===== config.mk =====
export PLATFORM = sky130hd
export DESIGN_NAME = mem_arbiter
export DESIGN_NICKNAME = d
export VERILOG_FILES = /design/src/rtl/riscv_pkg.sv /design/src/rtl/mem_arbiter_arb_pick.sv /design/src/rtl/mem_arbiter.sv
export SDC_FILE = /design/constraint.sdc
export NUM_CORES = 1
export LEC_CHECK = 0
export CORE_MARGIN = 8
export CORE_UTILIZATION = 43
export CTS_CLUSTER_SIZE = 30
export DETAILED_ROUTE_END_ITERATION = 8
export PLACE_DENSITY = 0.86
export SYNTH_ARGS = -nofsm -noshare
export SYNTH_HDL_FRONTEND = slang
export SYNTH_SLANG_ARGS = --single-unit

===== constraint.sdc =====
create_clock -name CLK -period 5.45 [get_ports CLK]
set_clock_uncertainty 0.15 [all_clocks]
set_input_delay 0.8175 -clock CLK [delete_from_list [all_inputs] [get_ports CLK]]
set_output_delay 0.8175 -clock CLK [all_outputs]
set_load 0.03 [all_outputs]

===== src/rtl/riscv_pkg.sv =====
// -----------------------------------------------------------------------------
// riscv_pkg
// Shared encodings for the memory arbiter slice.
//   ARB_IDLE / ARB_ISSUE / ARB_RESP : arbiter FSM state encoding
//   OWNER_F / OWNER_D               : owner encoding (fetch / data port)
//   WMASK_WIDTH                     : byte write-enable width
// The per-port grant counters in mem_arbiter are only built when the
// MEM_ARBITER_COUNTERS_EN macro is defined.
// -----------------------------------------------------------------------------
package riscv_pkg;

    typedef logic [1:0] arb_state_t;

    localparam arb_state_t ARB_IDLE  = 2'd0;
    localparam arb_state_t ARB_ISSUE = 2'd1;
    localparam arb_state_t ARB_RESP  = 2'd2;

    localparam logic OWNER_F = 1'b0;
    localparam logic OWNER_D = 1'b1;

    localparam int WMASK_WIDTH = 4;

    // The port that did not own the memory last time.
    function automatic logic other_owner(input logic owner);
        return (owner == OWNER_F) ? OWNER_D : OWNER_F;
    endfunction

endpackage


===== src/rtl/mem_arbiter_arb_pick.sv =====
// -----------------------------------------------------------------------------
// arb_pick
// Combinational grant selection between the fetch (F) and data (D) ports.
//   FETCH_PRIORITY : 0 = round-robin on a tie, 1 = F always wins a tie
//   f_req, d_req   : request inputs
//   last_owner     : port that was served most recently
//   grant_valid    : at least one request is pending
//   owner          : selected port (OWNER_F / OWNER_D)
// -----------------------------------------------------------------------------
module arb_pick
    import riscv_pkg::*;
#(
    parameter int FETCH_PRIORITY = 0
) (
    input  logic f_req,
    input  logic d_req,
    input  logic last_owner,
    output logic grant_valid,
    output logic owner
);

    always_comb begin
        grant_valid = f_req | d_req;
        owner       = OWNER_F;
        if (f_req && d_req) begin
            // Tie: either fixed fetch priority, or hand the memory to the
            // port that was not served last.
            owner = (FETCH_PRIORITY != 0) ? OWNER_F : other_owner(last_owner);
        end else if (d_req) begin
            owner = OWNER_D;
        end
    end

endmodule


===== src/rtl/mem_arbiter.sv =====
// -----------------------------------------------------------------------------
// mem_arbiter
// Shares one single-port synchronous memory (one-cycle read latency) between
// the instruction-fetch port F (read-only) and the load/store port D.
// Accesses are serialised through IDLE -> ISSUE -> RESP; each access returns
// a one-cycle ack with read data. All outputs are registered.
//
// Optional feature: define MEM_ARBITER_COUNTERS_EN to build 16-bit wrapping
// per-port grant counters; otherwise f_grants/d_grants are tied to zero.
//
// Ports:
//   CLK, RESET           clock (rising edge), async active-low reset
//   f_req/f_addr         fetch request and byte address
//   f_ack/f_rdata        fetch done pulse and read data
//   d_req/d_addr         data request and byte address
//   d_wdata/d_wmask      store data, byte enables (0 = load)
//   d_ack/d_rdata        data done pulse and load data
//   mem_addr/mem_rstrb   registered memory address and read strobe
//   mem_wdata/mem_wmask  registered memory write data and byte mask
//   mem_rdata            memory read data, valid the cycle after mem_rstrb
//   f_grants/d_grants    grant counters
// DATA_WIDTH must be 32 because the write mask is 4 bits wide.
// -----------------------------------------------------------------------------
module mem_arbiter
    import riscv_pkg::*;
#(
    parameter int ADDR_WIDTH     = 32,
    parameter int DATA_WIDTH     = 32,
    parameter int FETCH_PRIORITY = 0
) (
    input  logic                   CLK,
    input  logic                   RESET,
    input  logic                   f_req,
    input  logic [ADDR_WIDTH-1:0]  f_addr,
    output logic                   f_ack,
    output logic [DATA_WIDTH-1:0]  f_rdata,
    input  logic                   d_req,
    input  logic [ADDR_WIDTH-1:0]  d_addr,
    input  logic [DATA_WIDTH-1:0]  d_wdata,
    input  logic [WMASK_WIDTH-1:0] d_wmask,
    output logic                   d_ack,
    output logic [DATA_WIDTH-1:0]  d_rdata,
    output logic [ADDR_WIDTH-1:0]  mem_addr,
    output logic                   mem_rstrb,
    output logic [DATA_WIDTH-1:0]  mem_wdata,
    output logic [WMASK_WIDTH-1:0] mem_wmask,
    input  logic [DATA_WIDTH-1:0]  mem_rdata,
    output logic [15:0]            f_grants,
    output logic [15:0]            d_grants
);

    arb_state_t             state_reg;
    logic                   owner_reg;
    logic                   last_owner_reg;
    logic                   is_store_reg;
    logic [ADDR_WIDTH-1:0]  mem_addr_reg;
    logic                   mem_rstrb_reg;
    logic [DATA_WIDTH-1:0]  mem_wdata_reg;
    logic [WMASK_WIDTH-1:0] mem_wmask_reg;
    logic                   f_ack_reg;
    logic                   d_ack_reg;
    logic [DATA_WIDTH-1:0]  f_rdata_reg;
    logic [DATA_WIDTH-1:0]  d_rdata_reg;

    logic grant_valid;
    logic pick_owner;
    logic grant_fire;

    arb_pick #(
        .FETCH_PRIORITY (FETCH_PRIORITY)
    ) u_pick (
        .f_req       (f_req),
        .d_req       (d_req),
        .last_owner  (last_owner_reg),
        .grant_valid (grant_valid),
        .owner       (pick_owner)
    );

    // Requests are only looked at in IDLE; anything arriving later waits.
    assign grant_fire = (state_reg == ARB_IDLE) && grant_valid;

    always_ff @(posedge CLK or negedge RESET) begin
        if (!RESET) begin
            state_reg      <= ARB_IDLE;
            owner_reg      <= OWNER_D;
            last_owner_reg <= OWNER_D;
            is_store_reg   <= 1'b0;
            mem_addr_reg   <= '0;
            mem_rstrb_reg  <= 1'b0;
            mem_wdata_reg  <= '0;
            mem_wmask_reg  <= '0;
            f_ack_reg      <= 1'b0;
            d_ack_reg      <= 1'b0;
            f_rdata_reg    <= '0;
            d_rdata_reg    <= '0;
        end else begin
            // Acks are single-cycle pulses.
            f_ack_reg <= 1'b0;
            d_ack_reg <= 1'b0;
            case (state_reg)
                ARB_IDLE: begin
                    if (grant_fire) begin
                        owner_reg <= pick_owner;
                        if (pick_owner == OWNER_F) begin
                            mem_addr_reg  <= f_addr;
                            mem_wdata_reg <= '0;
                            mem_rstrb_reg <= 1'b1;
                            mem_wmask_reg <= '0;
                            is_store_reg  <= 1'b0;
                        end else begin
                            mem_addr_reg  <= d_addr;
                            mem_wdata_reg <= d_wdata;
                            mem_rstrb_reg <= (d_wmask == '0);
                            mem_wmask_reg <= d_wmask;
                            is_store_reg  <= (d_wmask != '0);
                        end
                        state_reg <= ARB_ISSUE;
                    end
                end
                ARB_ISSUE: begin
                    // The memory samples the access at this edge; drop the
                    // strobes so it is performed exactly once.
                    mem_rstrb_reg <= 1'b0;
                    mem_wmask_reg <= '0;
                    state_reg     <= ARB_RESP;
                end
                ARB_RESP: begin
                    if (owner_reg == OWNER_F) begin
                        f_rdata_reg <= mem_rdata;
                        f_ack_reg   <= 1'b1;
                    end else begin
                        // A store acks too, but leaves d_rdata untouched.
                        if (!is_store_reg) begin
                            d_rdata_reg <= mem_rdata;
                        end
                        d_ack_reg <= 1'b1;
                    end
                    last_owner_reg <= owner_reg;
                    state_reg      <= ARB_IDLE;
                end
                default: begin
                    state_reg <= ARB_IDLE;
                end
            endcase
        end
    end

    assign mem_addr  = mem_addr_reg;
    assign mem_rstrb = mem_rstrb_reg;
    assign mem_wdata = mem_wdata_reg;
    assign mem_wmask = mem_wmask_reg;
    assign f_ack     = f_ack_reg;
    assign d_ack     = d_ack_reg;
    assign f_rdata   = f_rdata_reg;
    assign d_rdata   = d_rdata_reg;

`ifdef MEM_ARBITER_COUNTERS_EN
    // One wrapping counter per port, indexed by the owner encoding.
    logic [15:0] grants_reg [2];

    for (genvar gi = 0; gi < 2; gi++) begin : g_grant_cnt
        always_ff @(posedge CLK or negedge RESET) begin
            if (!RESET) begin
                grants_reg[gi] <= '0;
            end else if (grant_fire && (pick_owner == 1'(gi))) begin
                grants_reg[gi] <= grants_reg[gi] + 16'd1;
            end
        end
    end

    assign f_grants = grants_reg[OWNER_F];
    assign d_grants = grants_reg[OWNER_D];
`else
    assign f_grants = '0;
    assign d_grants = '0;
`endif

endmodule


# Word-level counts from Yosys, hierarchy flattened
# Index checks and enable logic that the tools add are counted.
dict set report word_totals {
  register_bits 140
  inputBits 136
  elab_cells 46
}
dict set report classes {
  eq_ne 3
  mux 18
  bitwise 3
  n_reduce_logical 10
}
# op count
set ops {}
lappend ops {{$mux 32} 2}
lappend ops {{$mux 1} 10}
lappend ops {{$mux 4} 2}
lappend ops {{$pmux 4 s2} 1}
lappend ops {{$reduce_and 2->1} 3}
lappend ops {{$logic_not 4->1} 1}
lappend ops {{$pmux 2 s2} 1}
lappend ops {{$reduce_bool 4->1} 1}
lappend ops {{$reduce_and 3->1} 1}
lappend ops {{$eq 2x1->1 const B} 1}
lappend ops {{$eq 2x2->1 const B} 1}
lappend ops {{$logic_and 1x1->1} 2}
lappend ops {{$logic_not 2->1} 1}
lappend ops {{$mux 2} 1}
lappend ops {{$ne 2x2->1 const B} 1}
lappend ops {{$not 1->1} 2}
lappend ops {{$pmux 1 s2} 1}
lappend ops {{$reduce_bool 2->1} 1}
lappend ops {{$or 1x1->1} 1}

# Longest topological paths before layout
dict set report depth {
  word_depth 5
  mapped_depth 5
}

# Hierarchy
# From an unflattened synthesis, not the netlist that was laid out.
dict set report unflattened {
  hier_cells 492
  hier_area_um2 5831.8
}
# mod instances cells_each area_per_inst_um2 seq_area_each_um2
set modules_own_cells {}
lappend modules_own_cells {mem_arbiter 1 490 5818.1 3505.9}
lappend modules_own_cells {arb_pick 1 2 13.8 0.0}

# Worst setup path after synthesis
# Ideal clock, no wire load.
dict set report synth_timing {
  path_type {input to register}
  start {input port d_req}
  end {register mem_addr_reg[19] (netlist: mem_addr[19])}
  setup_ns 0.127
  t_arrival_ns 1.934
  required_time_ns 5.173
  setup_slack_ns 3.239
  cell_stages 4
  path_buffers 1
  cell_sequence {a21boi_2 buf_2 mux2_2 mux2_1}
}
dict set report synth_via {
  elab_chain_len 3
  word_cells_on_any_way 7
  classes_between {3 x mux; 1 x bitwise; 3 x reduce/logical}
}
# item line_no
set synth_rtl {}
lappend synth_rtl {{start: declaration} mem_arbiter.sv:37} ;# input logic d_req,
lappend synth_rtl {{$mux 1 (tied with other cells)} mem_arbiter_arb_pick.sv:29} ;# end else if (d_req) begin
lappend synth_rtl {{$mux 1 / $logic_and 1x1->1 (equally long branches)} {mem_arbiter_arb_pick.sv:25, mem_arbiter.sv:80}}
lappend synth_rtl {{$mux 32 / $reduce_and 2->1 (equally long branches)} -}
lappend synth_rtl {{end signal: assignment} mem_arbiter.sv:105} ;# mem_addr_reg <= f_addr;
lappend synth_rtl {{end signal: assignment} mem_arbiter.sv:111} ;# mem_addr_reg <= d_addr;
lappend synth_rtl {{end: declaration} mem_arbiter.sv:56} ;# logic [ADDR_WIDTH-1:0] mem_addr_reg;
# Several ways; a longest one is shown, not always the timed one.
# A chain may end at the register's enable or synchronous reset.

# Final worst setup path
dict set report layout_timing {
  start {input port d_req}
  end {register mem_wdata_reg[20] (netlist: mem_wdata[20])}
}
dict set report layout_via {
  elab_chain_len 3
  word_cells_on_any_way 7
  classes_between {3 x mux; 1 x bitwise; 3 x reduce/logical}
}
# item line_no
set layout_rtl {}
lappend layout_rtl {{$mux 1 (tied with other cells)} mem_arbiter_arb_pick.sv:29}
lappend layout_rtl {{$mux 1 / $logic_and 1x1->1 (equally long branches)} {mem_arbiter_arb_pick.sv:25, mem_arbiter.sv:80}}
lappend layout_rtl {{$mux 32 / $reduce_and 2->1 (equally long branches)} -}
lappend layout_rtl {{end signal: assignment} mem_arbiter.sv:112} ;# mem_wdata_reg <= d_wdata;
lappend layout_rtl {{end: declaration} mem_arbiter.sv:58} ;# logic [DATA_WIDTH-1:0] mem_wdata_reg;
# Several ways; a longest one is shown, not always the timed one.

==> impl_metrics.json <==
{
  "status": "completed",
  "fillCellCount": 890,
  "reg2regPathDepth": 4,
  "place.gp.congestion": 0.783,
  "hold_viol_final": 0,
  "wl_per_cell_um": 20.5,
  "cts_resized": 0,
  "required_ns": 5.64,
  "critPathLaunchType": "input port",
  "rsz0062_at_grt": "false",
  "critPathMaxFanout": 37,
  "slew_viol_final": 0,
  "io_buffers": 270,
  "cp.arrival_ns": 3.11,
  "grt_start_max_net_pins": 83,
  "vias": 4107,
  "insertion_delay_ns": 0.41,
  "netlist_area_um2": 5790,
  "antenna_found_initial": 0,
  "max_freq_mhz": 342,
  "drive_above_1_share_pct": 25.3,
  "netlist.area_leader.share_pct": 59.6,
  "power.density_nw_per_um2": 651,
  "cts_hold_buf": 0,
  "die_height_um": 132,
  "vdd_drop_max_v": 0.000473,
  "synth-edff-count": 0,
  "worst_pin_slew_ns": 1.09,
  "die_w_um": 132,
  "async_flop_share_pct": 100,
  "drcViolationCount": 0,
  "drtIter0Drc": 143,
  "min_path_type": "in -> async",
  "seq_area_frac_synth_pct": 60.5,
  "cts_sinks": 140,
  "viasPerCell": 4.91,
  "final_nets": 783,
  "syn_area_per_cell_um2": 15.4,
  "grt_pass1_wl_um": 27500,
  "dr.pass1.iters": 4,
  "synth_cells": 376,
  "maxSlewHeadroom_pct": 27.2,
  "synth_cell_types": 25,
  "tns_ns": 0,
  "cts_setup_buffers": 0,
  "setup_viol": 0,
  "clkTransAtPathRegs_ns": 0.06,
  "grt.overflow.total": 0,
  "cts_tree": "done",
  "instances_no_fill": 836,
  "die-area_um2": 17400,
  "postRouteAntennaNets": 0,
  "dp.cells": 804,
  "clockBufferDepth": 2,
  "synth_area_leader_cell": "dfrtp_1",
  "cts.htree.levels": 4,
  "fin_crit_ns": 2.92,
  "fin_hold_ws_ns": 0.274,
  "start_util_pct": 43.9,
  "synth_ff_type": "dfrtp_1",
  "area_growth_pct": 57.4,
  "ys_top_cells_by_area": "dfrtp_1 60%, mux2_2 24%, a22o_1 4.8%",
  "grt_use_total_pct": 20.0,
  "n_antenna_cell": 0,
  "numCtsBuffers": 17,
  "num_io_pins": 303,
  "cts_root_buf": "clkbuf_16",
  "rows": 42,
  "crit_type": "in -> reg",
  "wirelength_um": 17100,
  "place_hpwl_um": 12900,
  "total_power_mw": 5.94,
  "power_leakage_nw": 3.87,
  "end_kind": "register",
  "grt_pass1_vias": 4686,
  "core-area_um2": 13200,
  "finalCritPeriodShare_pct": 53.6,
  "cap_viol_max_count": 0,
  "ys_warn_count": 0,
  "yosys_register_bits": 140
}
[through the flow]
stage	setup WS, ns	cell area [um^2]	utilization [%]
detailed placement	2.17	8490	64.4
finish	2.53	9110	69.1
floorplan	3.24	5910	-
global placement	2.27	8490	64.4
CTS	2.55	9110	69.1
global route	2.38	9110	69.1
[metal layers]
layer	share of wire, %	vias to the layer above	routed length [um]	GRT usage, %
met4	2.2	0	380	7.66
met3	9.6	25	1640	8.73
met1	37	2050	6300	21.4
met5	0	-	0	0
li1	-	1837	-	-
met2	51	195	8820	34.2
[area by class of cell]
| cell class | instances | area (um^2) | area share, % |
|---|---|---|---|
| Multi-Input combinational cell | 213 | 2030 | 22.3 |
| Sequential cell | 140 | 3510 | 38.5 |
| Timing Repair Buffer | 272 | 2720 | 29.8 |
| Clock inverter | 12 | 169 | 1.85 |
| Inverter | 3 | 13.8 | 0.151 |
| Clock buffer | 20 | 457 | 5.01 |
| Tap cell | 176 | 220 | 2.42 |
[critical path, stage by stage]
cell	delay, ns
clkdlybuf4s50_1	0.48
a21boi_4	0.86
nor3b_4	0.33
buf_4	0.38
a22o_1	0.21
[Yosys cell counts, types with 2 or more instances]
master    number
dfrtp_1      138
mux2_2       125
buf_4         35
a22o_1        32
buf_2          9
buf_6          6
a32o_1         4
mux2_1         4
nor2_1         3
dfstp_2        2
inv_1          2
nand2_1        2
nand2b_1       2
[power breakdown]
part / switching, mW / internal [mW]
logic: 1.60 / 1.33
clock network: 0.425 / 0.786
registers: 0.264 / 1.52
total: 2.29 / 3.64
[kinds of logic after synthesis]
kind of cell | share of synthesized area, %
AO/OA/AOI/OAI | 6.27
AND/OR/NAND/NOR | 1.25
buffers and inverters | 6.78
other | 0.0648
flip-flops | 60.5
multiplexers | 25.1
[cells in the final DEF (no fill, tap or decap), types with 4 or more instances in the layout]
cell             netlist  routed
clkdlybuf4s50_1        0     269
dfrtp_1              138     138
conb_1                 1      32
bufinv_16              0       4
a22o_1                32      32
a32o_1                 4       4
clkinv_2               0       5
mux2_2               125     125
mux2_1                 4       4
clkbuf_16              0      17
[worst paths after layout]
check                                     end  slack [ns]           start
worst max-delay path            mem_wdata[20]        2.53           d_req
worst min-delay path             mem_addr[18]        0.27           RESET
worst max register to register  mem_wdata[20]        3.03  last_owner_reg
worst min register to register    mem_addr[7]        0.34     mem_addr[7]
max in group asynchronous          f_rdata[1]        3.59           RESET
min in group CLK                  mem_addr[7]        0.34     mem_addr[7]
Power figures use the tool's default switching activity.
